===== src/rtl/register_ctrl_pkg.sv =====
// Shared encodings for the multi-mode register and its command sequencer:
// register opcodes, sequencer command ops and sequencer FSM states.
package register_ctrl_pkg;

    localparam logic [2:0] CTRL_NONE                = 3'd0;
    localparam logic [2:0] CTRL_CLR                 = 3'd1;
    localparam logic [2:0] CTRL_PARALLEL_LOAD       = 3'd2;
    localparam logic [2:0] CTRL_SERIAL_MSB_LOAD     = 3'd3;
    localparam logic [2:0] CTRL_SERIAL_LSB_LOAD     = 3'd4;
    localparam logic [2:0] CTRL_SHIFT_LOGICAL_LEFT  = 3'd5;
    localparam logic [2:0] CTRL_SHIFT_LOGICAL_RIGHT = 3'd6;

    typedef enum logic [1:0] {
        OP_CLR        = 2'd0,
        OP_PARALLEL   = 2'd1,
        OP_SERIAL_MSB = 2'd2,
        OP_SERIAL_LSB = 2'd3
    } cmd_op_e;

    typedef enum logic [1:0] {
        S_IDLE  = 2'd0,
        S_ISSUE = 2'd1,
        S_SHIFT = 2'd2,
        S_DONE  = 2'd3
    } seq_state_e;

endpackage


===== src/rtl/register_cmd_sequencer.sv =====
// Command sequencer: turns clear / parallel / serial-load commands into the
// per-cycle ctrl and data stream consumed by the multi-mode register.
module register_cmd_sequencer
    import register_ctrl_pkg::*;
#(
    parameter int WIDTH = 8,
    parameter int CNT_W = $clog2(WIDTH + 1)
) (
    input  logic             clk,
    input  logic             async_reset,
    input  logic             cmd_valid,
    output logic             cmd_ready,
    input  logic [1:0]       cmd_op,
    input  logic [WIDTH-1:0] cmd_data,
    input  logic [CNT_W-1:0] cmd_len,
    output logic [2:0]       ctrl,
    output logic             serial_data_output,
    output logic [WIDTH-1:0] parallel_data_output,
    output logic             busy,
    output logic             done
);

    localparam logic [CNT_W-1:0] FULL_LEN = CNT_W'(WIDTH);
    localparam logic [CNT_W-1:0] ONE      = CNT_W'(1);

    function automatic logic [CNT_W-1:0] len_eff(input logic [CNT_W-1:0] l);
        return (l == '0 || l > FULL_LEN) ? FULL_LEN : l;
    endfunction

    function automatic logic pick(input logic [WIDTH-1:0] d,
                                  input logic [CNT_W-1:0] i);
        logic [WIDTH-1:0] t;
        t = d >> i;
        return t[0];
    endfunction

    seq_state_e       state;
    cmd_op_e          op_q;
    logic [WIDTH-1:0] data_q;
    logic [CNT_W-1:0] cnt;
    logic [CNT_W-1:0] len_q;

    logic             accept;
    cmd_op_e          op_in;
    logic [CNT_W-1:0] len_in;
    logic             first_bit;
    logic [CNT_W-1:0] nk;
    logic [CNT_W-1:0] nidx;
    logic             last;

    assign accept = cmd_valid & cmd_ready;
    assign op_in  = cmd_op_e'(cmd_op);
    assign len_in = len_eff(cmd_len);

    // MSB-insert register needs the field LSB first; LSB-insert needs it MSB first
    assign first_bit = pick(cmd_data,
                            (op_in == OP_SERIAL_MSB) ? '0 : len_in - ONE);
    assign nk   = cnt + ONE;
    assign nidx = (op_q == OP_SERIAL_MSB) ? nk : len_q - ONE - nk;
    assign last = (cnt == len_q - ONE);

    always_ff @(posedge clk or posedge async_reset) begin
        if (async_reset) begin
            state                <= S_IDLE;
            op_q                 <= OP_CLR;
            data_q               <= '0;
            cnt                  <= '0;
            len_q                <= '0;
            cmd_ready            <= 1'b0;
            ctrl                 <= CTRL_NONE;
            serial_data_output   <= 1'b0;
            parallel_data_output <= '0;
            busy                 <= 1'b0;
            done                 <= 1'b0;
        end else begin
            unique case (state)
                S_IDLE, S_DONE: begin
                    state              <= S_IDLE;
                    ctrl               <= CTRL_NONE;
                    serial_data_output <= 1'b0;
                    busy               <= 1'b0;
                    done               <= 1'b0;
                    cmd_ready          <= 1'b1;
                    if (accept) begin
                        data_q    <= cmd_data;
                        op_q      <= op_in;
                        busy      <= 1'b1;
                        cmd_ready <= 1'b0;
                        unique case (op_in)
                            OP_CLR: begin
                                state <= S_ISSUE;
                                ctrl  <= CTRL_CLR;
                            end
                            OP_PARALLEL: begin
                                state                <= S_ISSUE;
                                ctrl                 <= CTRL_PARALLEL_LOAD;
                                parallel_data_output <= cmd_data;
                            end
                            default: begin
                                state              <= S_SHIFT;
                                cnt                <= '0;
                                len_q              <= len_in;
                                serial_data_output <= first_bit;
                                ctrl <= (op_in == OP_SERIAL_MSB) ?
                                        CTRL_SERIAL_MSB_LOAD :
                                        CTRL_SERIAL_LSB_LOAD;
                            end
                        endcase
                    end
                end
                S_ISSUE: begin
                    state     <= S_DONE;
                    ctrl      <= CTRL_NONE;
                    busy      <= 1'b0;
                    done      <= 1'b1;
                    cmd_ready <= 1'b1;
                end
                S_SHIFT: begin
                    if (last) begin
                        state              <= S_DONE;
                        ctrl               <= CTRL_NONE;
                        serial_data_output <= 1'b0;
                        busy               <= 1'b0;
                        done               <= 1'b1;
                        cmd_ready          <= 1'b1;
                    end else begin
                        cnt                <= nk;
                        serial_data_output <= pick(data_q, nidx);
                    end
                end
                default: state <= S_IDLE;
            endcase
        end
    end

endmodule

===== config.mk =====
export PLATFORM = sky130hd
export DESIGN_NAME = register_cmd_sequencer
export DESIGN_NICKNAME = d
export VERILOG_FILES = /design/src/rtl/register_ctrl_pkg.sv /design/src/rtl/register_cmd_sequencer.sv
export SDC_FILE = /design/constraint.sdc
export NUM_CORES = 1
export LEC_CHECK = 0
export CAP_MARGIN = 20
export CELL_PAD_IN_SITES_DETAIL_PLACEMENT = 1
export CELL_PAD_IN_SITES_GLOBAL_PLACEMENT = 1
export CORE_MARGIN = 8
export CORE_UTILIZATION = 34
export CTS_CLUSTER_SIZE = 16
export DETAILED_ROUTE_END_ITERATION = 7
export GPL_TIMING_DRIVEN = 0
export PLACE_DENSITY_LB_ADDON = 0.1
export SLEW_MARGIN = 0
export SYNTH_ARGS = -nofsm -noshare
export SYNTH_HDL_FRONTEND = slang
export SYNTH_SLANG_ARGS = --single-unit

===== constraint.sdc =====
create_clock -name clk -period 6.4 [get_ports clk]
set_input_delay 0.96 -clock clk [delete_from_list [all_inputs] [get_ports clk]]
set_output_delay 0.96 -clock clk [all_outputs]
set_load 0.02 [all_outputs]

# Word-level counts from Yosys, hierarchy flattened
# Index checks and enable logic that the tools add are counted.
[word_totals]
out_inout_bits = 15
ff_bits = 35
input_bits = 17
word_cells = 69
[op_classes]
magnitude_cmp = 1
n_mux = 27
n_addsub = 4
bitwise_logic = 2
n_reduce_logical = 11
eq_ne = 11
shifts = 2
[ops]
columns = ["op", "count"]
rows = [
  ["$mux W4", 6],
  ["$shr A8 B4 Y1", 2],
  ["$mux W3", 3],
  ["$pmux W1 S3", 3],
  ["$pmux W3 S3", 1],
  ["$eq A2 B2 Y1 const B", 4],
  ["$ne A2 B2 Y1 const B", 4],
  ["$pmux W4 S2", 1],
  ["$sub A4 B1 Y4 const B", 2],
  ["$mux W1", 7],
  ["$mux W2", 3],
  ["$pmux W2 S3", 1],
  ["$pmux W3 S2", 1],
  ["$reduce_and A3 Y1", 2],
  ["$add A4 B1 Y4 const B", 1],
  ["$eq A2 B1 Y1 const B", 2],
  ["$eq A4 B4 Y1", 1],
  ["$gt A4 B4 Y1 const B", 1],
  ["$logic_not A2 Y1", 2],
  ["$logic_not A4 Y1", 1],
  ["$reduce_and A4 Y1", 1],
  ["$reduce_or A2 Y1", 2],
  ["$sub A4 B4 Y4", 1],
  ["$pmux W1 S2", 1],
  ["other kinds (5)", 5],
]

# Logic depth before layout (Yosys ltp)
# Gate-level depths: netlist (run 1).
[depth]
word_depth = 9
depth_mapped = 10

# Least setup slack after synthesis (run 1)
# No wires, ideal clock.
[synth_path]
path_kind = "input to register"
startpoint = "input port cmd_len[3]"
endpoint = "register serial_data_output"
t_required_ns = 6.280
cell_stages = 7
arrival_ns = 2.450
slack_ns = 3.830
setup_time_ns = 0.120
n_path_buf = 1
cell_sequence = "nand2b_1 -> buf_2 -> ha_1 -> mux4_2 -> nor3_1 -> o41ai_1 -> a41o_1"
[synth_via]
elab_chain_cells = 9
[synth_lines]
columns = ["item", "line", "source"]
rows = [
  ["from (decl)", "register_cmd_sequencer.sv:15", "input logic [CNT_W-1:0] cmd_len,"],
  ["$gt A4 B4 Y1 / $logic_not A4 Y1 (equally long branches)", "register_cmd_sequencer.sv:27", "return (l == '0 || l > FULL_LEN) ? FULL_LEN : l;"],
  ["$logic_or A1 B1 Y1", "register_cmd_sequencer.sv:27", ""],
  ["$mux W4 *", "register_cmd_sequencer.sv:27", ""],
  ["$sub A4 B1 Y4 *", "register_cmd_sequencer.sv:57", "(op_in == OP_SERIAL_MSB) ? '0 : len_in - ONE);"],
  ["$mux W4 *", "register_cmd_sequencer.sv:57", ""],
  ["$shr A8 B4 Y1 *", "register_cmd_sequencer.sv:33", "t = d >> i;"],
  ["$mux W1 *", "register_cmd_sequencer.sv:89", "unique case (op_in)"],
  ["$mux W1 *", "register_cmd_sequencer.sv:84", "if (accept) begin"],
  ["$pmux W1 S2 *", "register_cmd_sequencer.sv:76", "unique case (state)"],
  ["to (signal assigned)", "register_cmd_sequencer.sv:103", "serial_data_output <= first_bit;"],
  ["to (signal assigned)", "register_cmd_sequencer.sv:128", "serial_data_output <= pick(data_q, nidx);"],
  ["to (decl)", "register_cmd_sequencer.sv:17", "output logic serial_data_output,"],
]
# Every way passes the cells marked *; elsewhere a longest branch is shown, timed or not.
# A chain may end at the register's enable or synchronous reset.

# Final worst setup path (run 1)
# Same ends and word-level chain as after synthesis.

==> reports/results.ini, run 1 <==
[synth]
synthesis.area_sq_um=2000
synthSimpleGateAreaFrac=0.164
synthArstFlopShare=1.00
netlist_instances=207
synth_adder_area_share=0.0852
synthTopCellsByArea=dfrtp_1 44%, nand2_1 9.2%, ha_1 7.5%
ys_warn_count=0
synth_top_family_by_area=simple AND/OR/NAND/NOR gates
ys_ff_latch=35
synthFlopType=dfrtp_1
synth-xor-area-share=0.0551
synth_cell_types=38
synth_top_area_share=0.438
syn_area_per_cell_sq_um=9.65
synth_compound_area_frac=0.0920
syn_nets=237
synth_edf_count=0
yosysTopAreaCell=dfrtp_1
ys_seq_area_frac=0.438
synthMuxAreaShare=0.120

[placement]
dp_hpwl_microns=3620
port-buffer-count=31
place_congestion=0.770
place_ws_ns=3.15

[drt]
met3_length_microns=134
top_layer=met4
drt_wl_total_microns=4710
antenna_left=0
wl_met1_microns=2250
vias=1517
avgViaCountPerCell=4.73
wl_met2_microns=2270
firstDrtPassIters=2
wl_per_cell_microns=14.7
remaining_drc_errors=0
drt_iter0_drc=37

[power_and_ir_drop]
ir_drop_uv=173
power_density_nw_per_um2=536
leakagePower_nw=1.14

[cts]
clk_latency_ns=0.29
path_clk_slew_ns=0.07
htree_levels=2
cts_resized=0
cts_tree=built
ctsHoldBuffers=0
clock_sinks=35
post_cts_buffers=0
cts_buffers=5
clockBufferDepth=2
root_buffer=clkbuf_8

[finish]
fin_nets=275
final_core_util=0.428
regArea_sq_um=876
multi_input_comb_area_sq_um=1030
syn2layout_area_growth_pct=24.5
diodes=0
drive_gt1_frac=0.106
fill_cells=711

[critical_path]
crit_fanout=6
worst_setup_path_end_kind=flip-flop
critPathLaunchType=input port
crit_arrival_ns=3.13
critPathKind=input port to flip-flop
required_ns=6.58

[global_routing]
grt_overflow=0
track_usage=0.122
grt_start_max_net_pins=36
antenna_found_initial=0
grt_pass1_wl_microns=8360
grt_pass1_vias=1700

[min_path]
hold_class=flip-flop to flip-flop

[timing]
fin_skew_ns=0.00690
fin_crit_sh=0.461
finalCriticalPeriod_ns=2.95
worstMarginPinSlew_ns=0.758
rsz0062_at_grt=no
fmax_ghz=0.339
finalSetupTns_ns=0
setup_viol=0
finalHoldViolCount=0
final_max_slew_viol_count=0
worst_slack_ns=3.45
slew_headroom=0.494

[die]
dieArea_sq_um=8590
die_x_microns=92.7
fp.coreArea_sq_um=5820
start_util=0.344
die_y_microns=92.7
ios=32
row_count=28

[run_status]
status=completed

[job]
drv_cap=0

through the flow:
step	std cells	total power, mW	instance area (sq um)	hold slack, ns
global placement	313	1.18	2400	0.461
floorplan	207	0.963	2000	0.445
CTS	321	1.36	2490	0.484
detailed placement	313	1.19	2400	0.465
finish	321	1.33	2490	0.480
global route	321	1.46	2490	0.517
report_power, final:
group          switching (mW)  internal, mW  total, mW
Combinational           0.411         0.377      0.789
Sequential             0.0646         0.321      0.386
Clock                  0.0840        0.0761      0.160
Total                   0.560         0.774       1.33
cell type report:
cell class	instances	area share
inverter	14	0.0211
buffer	8	0.0151
clock buffer	6	0.0292
multi-input combinational	150	0.415
sequential	35	0.352
clock inverter	2	0.00503
timing repair buffer	31	0.125
tap	75	0.0377
synthesized netlist by cell type (all sizes together) (2+ instances only):
master  count
a22o        2
mux2i       9
clkbuf      4
o21ai      15
inv        14
nand2b      3
mux2       11
and3        2
ha         12
xnor2       6
nand2      49
nor2b       3
nand3       5
buf         4
nor3        4
a21oi       6
nor2        6
dfrtp      35
xor2        4
cell families (layout without fill, tap and decap cells):
| family | after synthesis | count (layout) |
|---|---|---|
| AND/OR/NAND/NOR | 74 | 74 |
| flip-flops | 35 | 35 |
| AO/OA/AOI/OAI | 31 | 31 |
| buffers and inverters | 22 | 61 |
| multiplexers | 21 | 21 |
| adder cells (fa/ha/maj) | 13 | 13 |
| XOR/XNOR | 11 | 11 |
layout by cell type (no fill, tap or decap), types with 2 or more instances in the layout:
cell / instances
nand2_1: 49
dfrtp_1: 35
clkdlybuf4s50_1: 31
inv_1: 13
ha_1: 12
mux2_2: 10
o21ai_0: 10
mux2i_1: 8
nor2_1: 6
xnor2_1: 6
a21oi_1: 6
clkbuf_1: 5
nand3_1: 5
o21ai_1: 5
clkbuf_8: 5
xor2_1: 4
nand2b_1: 3
buf_2: 3
nor3_1: 3
and3_1: 2
nor2b_1: 2
a22o_1: 2
path summary, 6_finish.rpt:
path | depth (start not counted) | to | start | slack [ns]
setup / recovery | 8 | serial_data_output$_DFFE_PP0P_ | cmd_len[3] | 3.45
setup reg to reg | 8 | serial_data_output$_DFFE_PP0P_ | cnt[0]$_DFFE_PP0P_ | 3.94
max in group asynchronous | 2 | cnt[0]$_DFFE_PP0P_ | async_reset | 4.79
hold reg to reg | 2 | data_q[0]$_DFFE_PP0P_ | data_q[0]$_DFFE_PP0P_ | 0.48
hold / removal | 2 | data_q[0]$_DFFE_PP0P_ | data_q[0]$_DFFE_PP0P_ | 0.48
min in group asynchronous | 2 | parallel_data_output[5]$_DFFE_PP0P_ | async_reset | 1.12
layer usage:
metal / GRT usage / vias up
li1: - / 767
met1: 0.148 / 725
met2: 0.200 / 17
met3: 0.0340 / 8
met4: 0.0443 / 0
met5: 0 / -
worst max-delay path, cell delays in order:
cell and delay (ns):
clkdlybuf4s50_1 0.44, nand2b_1 0.15, buf_2 0.16, ha_1 0.39
mux4_2 0.51, nor3_1 0.20, o41ai_1 0.09, a41o_1 0.22
sequential cells by signal, summed over array words and instances (netlist names):
register and count:
cmd_ready 1, state 2, data_q 8, done 1, op_q 2, busy 1, ctrl 3, len_q 4
serial_data_output 1, cnt 4, parallel_data_output 8
Power figures use the tool's default switching activity.
==> run 2, diff against run 1 <==
==> constraint.sdc (replaced) <==
create_clock -name clk -period 2.5 [get_ports clk]
set_input_delay 0.375 -clock clk [delete_from_list [all_inputs] [get_ports clk]]
set_output_delay 0.375 -clock clk [all_outputs]
set_load 0.02 [all_outputs]
==> run 2 against run 1 <==
Effect of this change: sequential share of layout area down 0.13 points; critical endpoint unchanged; largest power group unchanged; clock skew about the same; register-to-register slack worse by 3.8 ns; via count up 0.40%.
==> reports/results.ini, run 2 (synthesized netlist as in run 1, its figures left out) <==
[drt]
vias=1523  ; +0.40%
wl_met2_microns=2310  ; +1.7%
antenna_left=0  ; unchanged
drt_wl_total_microns=4780  ; +1.3%
drt_iter0_drc=43  ; +16%
wl_met1_microns=2270  ; +0.93%
top_layer=met4
avgViaCountPerCell=4.74  ; +0.40%
firstDrtPassIters=4  ; +2
met3_length_microns=136  ; +1.5%
wl_per_cell_microns=14.9  ; +1.3%
remaining_drc_errors=0  ; unchanged

[critical_path]
startpoint=cnt[0]$_DFFE_PP0P_
crit_family=adder cells
cp_num_buf_inv=1  ; -1
required_ns=2.68  ; -3.90 ns
worst_setup_path_end_kind=flip-flop
crit_fanout=7  ; +1
r2r_cells=8  ; unchanged
rrSetupSlack_ns=0.11  ; -3.83 ns
critPathKind=flip-flop to flip-flop
r2r_start=cnt[0]$_DFFE_PP0P_
critPathLaunchType=flip-flop
timing.rr.end=serial_data_output$_DFFE_PP0P_
cp_slowest_stage_delay_ns=0.46  ; -0.05 ns
cp_cell_sequence=ha_1 > inv_1 > fa_1 > xor2_1 > o21ai_2 > mux2i_1 > mux2_2 > a41o_1
crit_arrival_ns=2.57  ; -0.56 ns
cp_slowest_cell=dfrtp_2

[power_and_ir_drop]
leakagePower_nw=1.14  ; +0.21%
power_density_nw_per_um2=1380  ; +160%
ir_drop_uv=442  ; +160%

[cts]
path_clk_slew_ns=0.07  ; about the same
post_cts_buffers=0  ; unchanged
cts_tree=built
cts_buffers=5  ; unchanged
clk_latency_ns=0.29  ; about the same
ctsHoldBuffers=0  ; unchanged
clockBufferDepth=2  ; unchanged
cts_resized=0  ; unchanged
root_buffer=clkbuf_8
clock_sinks=35  ; unchanged
htree_levels=2  ; unchanged

[finish]
diodes=0  ; unchanged
reg_top3=data_q (8), parallel_data_output (8)
fill_cells=709  ; -0.28%
fin_nets=275  ; unchanged
final_common_cell=nand2_1
drive_gt1_frac=0.118  ; +0.0122
syn2layout_area_growth_pct=25.1
final_cell_mix=49 x nand2_1, 34 x dfrtp_1, 31 x clkdlybuf4s50_1

[timing]
finalSetupTns_ns=0  ; unchanged
rsz0062_at_grt=no
finalHoldViolCount=0  ; unchanged
slew_headroom=0.492  ; -0.00160
fin_hold_ws_ns=0.480  ; +0.000157 ns
setup_viol=0  ; unchanged
finalCriticalPeriod_ns=2.39
final_max_slew_viol_count=0  ; unchanged
fin_crit_sh=0.955
fmax_ghz=0.419
fin_skew_ns=0.00647  ; -0.000436 ns
worst_slack_ns=0.113  ; -3.34 ns
worstMarginPinSlew_ns=0.760  ; +0.00239 ns

[die]
fp.coreArea_sq_um=5820  ; unchanged
row_count=28  ; unchanged
die_y_microns=92.7  ; unchanged
dieArea_sq_um=8590  ; unchanged
die_x_microns=92.7  ; unchanged
start_util=0.344  ; unchanged
ios=32  ; unchanged

[global_routing]
grt_pass1_wl_microns=8360  ; unchanged
grt_start_max_net_pins=36  ; unchanged
antenna_found_initial=0  ; unchanged
grt_pass1_vias=1700  ; unchanged
grt_overflow=0  ; unchanged
track_usage=0.122  ; unchanged

[min_path]
hold_class=flip-flop to flip-flop
holdPathStages=2  ; unchanged
hp-start=data_q[0]$_DFFE_PP0P_
min_to=data_q[0]$_DFFE_PP0P_

[placement]
place_congestion=0.770  ; unchanged
dp_hpwl_microns=3620  ; unchanged
port-buffer-count=31  ; unchanged
place_ws_ns=-0.169  ; -3.32 ns

[job]
drv_cap=0  ; unchanged

[run_status]
status=completed

[run 2: changes by cell type in the layout (fill, tap and decap cells not counted)]
cell | before | now
xnor2_1 | 6 | 5
dfrtp_1 | 35 | 34
o21ai_2 | 0 | 1
dfrtp_2 | 0 | 1
o21ai_1 | 5 | 4
xnor2_2 | 0 | 1
[run 2: power by group]
part,switching (mW),internal (mW),leakage (nW)
clock,0.217,0.195,0.0412
sequential,0.167,0.823,0.436
combinational,1.07,0.978,0.666
total,1.45,2.00,1.14
[run 2: per-stage QoR]
stage / power [mW] / utilization / instance area, sq um / cells
final: 3.45 / 0.430 / 2500 / 321
after global placement: 3.02 / 0.413 / 2400 / 313
after floorplan: 2.46 / - / 2000 / 207
after CTS: 3.49 / 0.428 / 2490 / 321
after global routing: 3.78 / 0.430 / 2500 / 321
after detailed placement: 3.05 / 0.413 / 2400 / 313
[run 2: worst max path at each step]
stage	end	slack, ns	cells after the start
floorplan	serial_data_output$_DFFE_PP0P_	0.22	8
global placement	serial_data_output$_DFFE_PP0P_	-0.18	8
detailed placement	serial_data_output$_DFFE_PP0P_	-0.17	8
CTS	serial_data_output$_DFFE_PP0P_	0.008	8
global route	serial_data_output$_DFFE_PP0P_	0.02	10
finish	serial_data_output$_DFFE_PP0P_	0.11	8
[run 2: worst min-delay path: cells and delay by family, from the launching register on]
kind / cells / cell delay, ns
flip-flops: 1 / 0.34
AND/OR/NAND/NOR: 2 / 0.11
[run 2: metal layers]
layer,track usage,vias to the layer above
li1,-,765
met2,0.200,21
met1,0.148,729
met3,0.0340,8
met4,0.0443,0
met5,0,-
[run 2: cell type report]
| class | instances | area (sq um) | area share |
|---|---|---|---|
| multi-input combinational | 150 | 1040 | 0.417 |
| clock inverter | 2 | 12.5 | 0.00501 |
| inverter | 14 | 52.6 | 0.0210 |
| sequential | 35 | 877 | 0.351 |
| timing repair buffer | 31 | 310 | 0.124 |
| tap | 75 | 93.8 | 0.0375 |
| buffer | 8 | 37.5 | 0.0150 |
| clock buffer | 6 | 72.6 | 0.0290 |
